`src/rtl/t03_compositor_pkg.sv`:
```
// Shared types and helpers for the layer compositor.
// Region decode, default palette and screen bounds.
package t03_compositor_pkg;

    localparam int BND_W = 16;

    typedef enum logic [1:0] {
        REG_OUT  = 2'd0,
        REG_PLAY = 2'd1,
        REG_HUD  = 2'd2
    } region_e;

    localparam logic [7:0] PAL_OUT_RST  = 8'h00;
    localparam logic [7:0] PAL_PLAY_RST = 8'h57;
    localparam logic [7:0] PAL_HUD_RST  = 8'h14;

    typedef struct packed {
        logic [BND_W-1:0] x_min;
        logic [BND_W-1:0] x_max;
        logic [BND_W-1:0] y_min;
        logic [BND_W-1:0] y_split;
        logic [BND_W-1:0] y_max;
    } bounds_t;

    function automatic region_e region_of(
        input logic [BND_W-1:0] h,
        input logic [BND_W-1:0] v,
        input bounds_t          b
    );
        logic in_x;
        in_x = (h > b.x_min) && (h < b.x_max);
        if (in_x && (v > b.y_min) && (v < b.y_split))
            return REG_PLAY;
        if (in_x && (v >= b.y_split) && (v < b.y_max))
            return REG_HUD;
        return REG_OUT;
    endfunction

endpackage

```
`src/rtl/t03_blink_timer.sv`:
```
// Frame counter driving the shared blink phase.
// Phase flips every BLINK_FRAMES frame starts.
module t03_blink_timer #(
    parameter int CNT_W        = 11,
    parameter int BLINK_FRAMES = 30
) (
    input  logic             clk,
    input  logic             nrst,
    input  logic             pix_valid,
    input  logic [CNT_W-1:0] Hcnt,
    input  logic [CNT_W-1:0] Vcnt,
    output logic             blink_phase
);

    localparam int FC_W = $clog2(BLINK_FRAMES + 1);
    localparam logic [FC_W-1:0] LAST = FC_W'(BLINK_FRAMES - 1);

    logic [FC_W-1:0] frame_cnt;
    logic            frame_start;

    assign frame_start = pix_valid && (Hcnt == '0) && (Vcnt == '0);

    // Count frame starts, wrap and flip phase at the half-period end
    always_ff @(posedge clk or negedge nrst) begin
        if (!nrst) begin
            frame_cnt   <= '0;
            blink_phase <= 1'b1;
        end else if (frame_start) begin
            if (frame_cnt == LAST) begin
                frame_cnt   <= '0;
                blink_phase <= ~blink_phase;
            end else begin
                frame_cnt <= frame_cnt + FC_W'(1);
            end
        end
    end

endmodule

```
`src/rtl/t03_layer_compositor.sv`:
```
// Two-stage pixel compositor: sprites, text, palette background.
// Stage 1 decodes region and blink, stage 2 picks the winner.
module t03_layer_compositor
    import t03_compositor_pkg::*;
#(
    parameter int COLOR_W      = 8,
    parameter int CNT_W        = 11,
    parameter int NUM_LAYERS   = 2,
    parameter int X_MIN        = 37,
    parameter int X_MAX        = 600,
    parameter int Y_MIN        = 29,
    parameter int Y_SPLIT      = 600,
    parameter int Y_MAX        = 800,
    parameter int BLINK_FRAMES = 30
) (
    input  logic                          clk,
    input  logic                          nrst,
    input  logic                          pix_valid,
    input  logic [CNT_W-1:0]              Hcnt,
    input  logic [CNT_W-1:0]              Vcnt,
    input  logic [NUM_LAYERS*COLOR_W-1:0] layer_color,
    input  logic [COLOR_W-1:0]            text_sprite,
    input  logic [COLOR_W-1:0]            text_color,
    input  logic [NUM_LAYERS:0]           blink_mask,
    input  logic                          cfg_we,
    input  logic [1:0]                    cfg_addr,
    input  logic [COLOR_W-1:0]            cfg_wdata,
    output logic [COLOR_W-1:0]            color_out,
    output logic                          color_valid,
    output logic                          blink_phase
);

    // Bounds are truncated to the counter width so all compares stay CNT_W unsigned
    localparam logic [CNT_W-1:0] XMIN_C  = CNT_W'(X_MIN);
    localparam logic [CNT_W-1:0] XMAX_C  = CNT_W'(X_MAX);
    localparam logic [CNT_W-1:0] YMIN_C  = CNT_W'(Y_MIN);
    localparam logic [CNT_W-1:0] YSPL_C  = CNT_W'(Y_SPLIT);
    localparam logic [CNT_W-1:0] YMAX_C  = CNT_W'(Y_MAX);

    localparam bounds_t BND = '{
        x_min:   BND_W'(XMIN_C),
        x_max:   BND_W'(XMAX_C),
        y_min:   BND_W'(YMIN_C),
        y_split: BND_W'(YSPL_C),
        y_max:   BND_W'(YMAX_C)
    };

    logic [COLOR_W-1:0] pal_out;
    logic [COLOR_W-1:0] pal_play;
    logic [COLOR_W-1:0] pal_hud;

    logic [NUM_LAYERS-1:0][COLOR_W-1:0] eff;
    logic                               text_vis;
    region_e                            region_d;

    logic                               v1;
    region_e                            s1_region;
    logic [NUM_LAYERS-1:0][COLOR_W-1:0] s1_layer;
    logic                               s1_text_on;
    logic [COLOR_W-1:0]                 s1_text_color;

    logic [COLOR_W-1:0] bg;
    logic [COLOR_W-1:0] pix_next;

    t03_blink_timer #(
        .CNT_W        (CNT_W),
        .BLINK_FRAMES (BLINK_FRAMES)
    ) u_blink (
        .clk         (clk),
        .nrst        (nrst),
        .pix_valid   (pix_valid),
        .Hcnt        (Hcnt),
        .Vcnt        (Vcnt),
        .blink_phase (blink_phase)
    );

    assign region_d = region_of(BND_W'(Hcnt), BND_W'(Vcnt), BND);

    // Blank blinking layers and text while the phase is off
    always_comb begin
        eff = '0;
        for (int i = 0; i < NUM_LAYERS; i++) begin
            eff[i] = layer_color[i*COLOR_W +: COLOR_W]
                   & ~{COLOR_W{blink_mask[i] & ~blink_phase}};
        end
        text_vis = (text_sprite != '0)
                 && !(blink_mask[NUM_LAYERS] && !blink_phase);
    end

    // Palette registers; reserved address writes are dropped
    always_ff @(posedge clk or negedge nrst) begin
        if (!nrst) begin
            pal_out  <= COLOR_W'(PAL_OUT_RST);
            pal_play <= COLOR_W'(PAL_PLAY_RST);
            pal_hud  <= COLOR_W'(PAL_HUD_RST);
        end else if (cfg_we) begin
            case (cfg_addr)
                2'd0:    pal_out  <= cfg_wdata;
                2'd1:    pal_play <= cfg_wdata;
                2'd2:    pal_hud  <= cfg_wdata;
                default: ;
            endcase
        end
    end

    // Stage 1: capture decoded pixel; valid shifts every cycle
    always_ff @(posedge clk or negedge nrst) begin
        if (!nrst) begin
            v1            <= 1'b0;
            s1_region     <= REG_OUT;
            s1_layer      <= '0;
            s1_text_on    <= 1'b0;
            s1_text_color <= '0;
        end else begin
            v1 <= pix_valid;
            if (pix_valid) begin
                s1_region     <= region_d;
                s1_layer      <= eff;
                s1_text_on    <= text_vis;
                s1_text_color <= text_color;
            end
        end
    end

    // Background lookup reads the palette as it stands this cycle
    always_comb begin
        bg = pal_out;
        case (s1_region)
            REG_PLAY: bg = pal_play;
            REG_HUD:  bg = pal_hud;
            default:  bg = pal_out;
        endcase
    end

    // Priority: lowest-index opaque layer, then text, then background
    always_comb begin
        pix_next = bg;
        if (s1_text_on)
            pix_next = s1_text_color;
        for (int i = NUM_LAYERS - 1; i >= 0; i--) begin
            if (s1_layer[i] != '0)
                pix_next = s1_layer[i];
        end
    end

    // Stage 2: output register holds its value across invalid cycles
    always_ff @(posedge clk or negedge nrst) begin
        if (!nrst) begin
            color_out   <= '0;
            color_valid <= 1'b0;
        end else begin
            color_valid <= v1;
            if (v1)
                color_out <= pix_next;
        end
    end

endmodule

```
`config.mk`:
```
export PLATFORM = sky130hd
export DESIGN_NAME = t03_layer_compositor
export DESIGN_NICKNAME = d
export VERILOG_FILES = /design/src/rtl/t03_compositor_pkg.sv /design/src/rtl/t03_blink_timer.sv /design/src/rtl/t03_layer_compositor.sv
export SDC_FILE = /design/constraint.sdc
export NUM_CORES = 1
export LEC_CHECK = 0
export CORE_ASPECT_RATIO = 1.75
export CORE_MARGIN = 4
export CORE_UTILIZATION = 53
export CTS_CLUSTER_DIAMETER = 40
export DETAILED_ROUTE_END_ITERATION = 10
export GPL_ROUTABILITY_DRIVEN = 0
export PLACE_DENSITY = 0.89
export SLEW_MARGIN = 20
export SYNTH_ARGS = -nofsm -noshare
export SYNTH_HDL_FRONTEND = slang
export SYNTH_SLANG_ARGS = --single-unit
```
`constraint.sdc`:
```
create_clock -name clk -period 3.2 [get_ports clk]
set_input_delay 0.96 -clock clk [delete_from_list [all_inputs] [get_ports clk]]
set_output_delay 0.96 -clock clk [all_outputs]
set_load 0.05 [all_outputs]
```
==> metrics.md <==
| Metric | Value |
|---|---|
| Top FF cell, synth | `dfrtp_1` |
| Post-DP HPWL | `6.01 mm` |
| CP Cell Sequence | `clkdlybuf4s50_1 > or3_1 > or4_1 > or3_4 > mux2_4` |
| Max incr delay on CP | `490 ps` |
| Buffers inserted by post-CTS timing repair | `0` |
| Nets | `439` |
| Fill count | `413` |
| Final setup TNS | `0 ps` |
| First-pass GRT wire length | `12.9 mm` |
| Final hold vios | `0` |
| CTS tree | `yes` |
| Met2 Routed Length | `4.17 mm` |
| Core box area | `0.00588 sq mm` |
| MaxCap Viol Count | `0` |
| Crit start category | `input port` |
| Unique masters post-synth | `50` |
| Mapped cell area | `0.00322 sq mm` |
| Top cells by count, synth | `dfrtp_1 (59), mux2_2 (32), nand2_1 (25)` |
| Crit path capture type | `flip-flop` |
| Power Total | `2110 uW` |
| Top Metal Used | `met4` |
| Router iterations before antenna repair | `4` |
| Wire length on met3 | `457 um` |
| Async SR Flop Fraction | `100%` |
| Worst-Margin Slew | `622 ps` |
| Global route total overflow | `0` |
| Vias post-DR | `2,681` |
| Slew Viols, Final | `0` |
| Cts hold-fix bufs | `0` |
| Slowest CP cell | `or4_1` |
| Die X | `66.9 um` |
| Ant diodes | `0` |
| Share of layout cells above drive strength 1 | `19.5%` |
| Achievable Freq | `0.361 GHz` |
| Vias per cell | `6.00` |
| Largest area contributor in the synthesized netlist | `dfrtp_1` |
| Top-count cell post-synth | `dfrtp_1` |
| Syn Inst Count | `284` |
| Initial antenna violation count | `0` |
| Worst min-delay path class | `reg2reg` |
| DRC viols | `0` |
| CTS Buffer Depth | `2` |
| Mapped Avg Cell Area | `11.3 sq um` |
| # IOs | `81` |
| Critical path arrival | `3000 ps` |
| EDFF count, synth | `0` |
| Max IR drop VDD | `0.294 mV` |
| Clock slew at reported path FFs | `70 ps` |
| Wirelength, routed | `7.91 mm` |
| Crit-path max FO | `4` |
| Status | `finished clean` |
| Relative slew slack | `58.1%` |
| CTS HTree Levels | `3` |
| Static leakage | `0.00179 uW` |
| Clock sink count | `67` |
| Vias in the first global route | `2,788` |
| Initial Util | `54.7%` |
| Largest net degree at the start of global routing | `43` |
| Clock root cell | `clkbuf_8` |
| Final setup viols | `0` |
| Sequential-to-total area share from yosys stat | `52.4%` |
| Register area | `0.00169 sq mm` |
| Worst EP required | `3430 ps` |
| M1 WL | `2.94 mm` |
| RSZ-0062 raised after global routing | `no` |
| GRT Overall Usage | `23.1%` |
| Area grow syn2layout | `32.9%` |
| Row count | `37` |
| Top cell type's share of synthesized area | `45.9%` |
| Die area | `0.00743 sq mm` |
| Ranking of synthesized cells by area | `dfrtp_1 (46%), mux2_2 (11%), dfstp_2 (6.5%)` |
| PostCTS Resize Cnt | `0` |
| Pwr Density | `493 mW/mm^2` |
| Detailed Route Iter0 Violations | `157` |
| Multi-input gate area | `0.00139 sq mm` |
| Crit path time final | `2770 ps` |
| Clock skew | `10.1 ps` |
| #FFs+latches synth | `67` |
| Final period util | `86.5%` |
| Port bufs | `80` |
| Routed len/inst | `17.7 um` |
| Number of nets with antenna violations after routing | `0` |
| TritonCTS Buffers | `9` |
| WS Path Type | `in2reg` |
| Syn_nets | `359` |
| Clock latency on the worst-skew pair | `350 ps` |
| Warnings from Yosys | `0` |
| Die Span Y | `111 um` |
sequential cells by signal, summed over array words and instances (netlist names):
signal,count
pal_out,8
s1_region,2
u_blink.frame_cnt,5
u_blink.blink_phase,1
s1_layer,16
color_valid,1
v1,1
s1_text_color,8
pal_play,8
pal_hud,8
s1_text_on,1
color_out,8
cell families after synthesis:
family          Yosys count  synth area share [%]
fa+ha+maj                 4                  1.56
simple gates             72                  11.9
mux                      35                  12.4
flops                    67                  52.4
buf+inv                  37                  4.40
xor+xnor                  1                 0.272
compound gates           68                  17.0
power breakdown:
part	switching [uW]	internal [uW]
Clock	301	366
Combinational	193	217
Sequential	68.7	962
stage by stage:
stage	cell area, sq um	std cells	utilization [%]	worst slack, ps	hold WS [ps]
5_1_grt	4280	447	72.7	367	509
3_5_place_dp	4090	431	69.5	71.1	470
3_3_place_gp	4090	431	69.5	122	456
2_1_floorplan	3220	284	-	521	352
4_1_cts	4280	447	72.7	444	478
6_report	4280	447	72.7	433	483
path summary, 6_finish.rpt:
kind                                        endpoint  slack, ps  cells after the start            startpoint
worst min-delay path            u_blink.frame_cnt[4]        480                      1  u_blink.frame_cnt[4]
worst max-delay path            u_blink.frame_cnt[0]        430                      5               Vcnt[7]
max in group asynchronous                pal_play[4]       1800                      2                  nrst
worst max register to register          color_out[7]       1170                      4          s1_layer[15]
min in group asynchronous                s1_layer[3]        620                      1                  nrst
worst min register to register  u_blink.frame_cnt[4]        480                      1  u_blink.frame_cnt[4]
routing by layer:
metal	vias to the layer above	GRT usage, %
met3	25	5.48
met5	-	0
li1	1223	-
met4	0	14.2
met2	114	38.3
met1	1319	25.7
layout by cell type, fill, tap and decap left out, drive strengths merged, types with 2 or more instances in the layout:
master and n:
clkdlybuf4s50 79, dfrtp 59, mux2 34, nand2 25, inv 21, o22ai 15, clkbuf 15, nor2b 11
a221oi 8, dfstp 8, nor2 7, o221a 7, o31a 6, o2111ai 6, buf 6, nor4 5
nand3 4, ha 4, or3 4, o21ai 4, a21o 3, nor3 3, or4 3, o41ai 3
nand3b 2, nor4b 2, nand4 2, a21oi 2, nand2b 2, o31ai 2, a41o 2, a211o 2
worst max-delay path: cells and delay by family:
| kind | cells | cell delay, ps |
|---|---|---|
| buffers and inverters | 1 | 420 |
| and+or+nand+nor | 3 | 1320 |
| muxes | 1 | 310 |
area by class of cell:
cell class              instances  area share [%]
well taps                      78            2.28
clock inverters                 1           0.117
inverters                      21            1.84
multi-input cells             180            32.5
repair buffers                 85            19.5
flip-flops and latches         67            39.4
clock buffers                  15            4.36
Note: power is estimated with default switching activity, not from simulation.
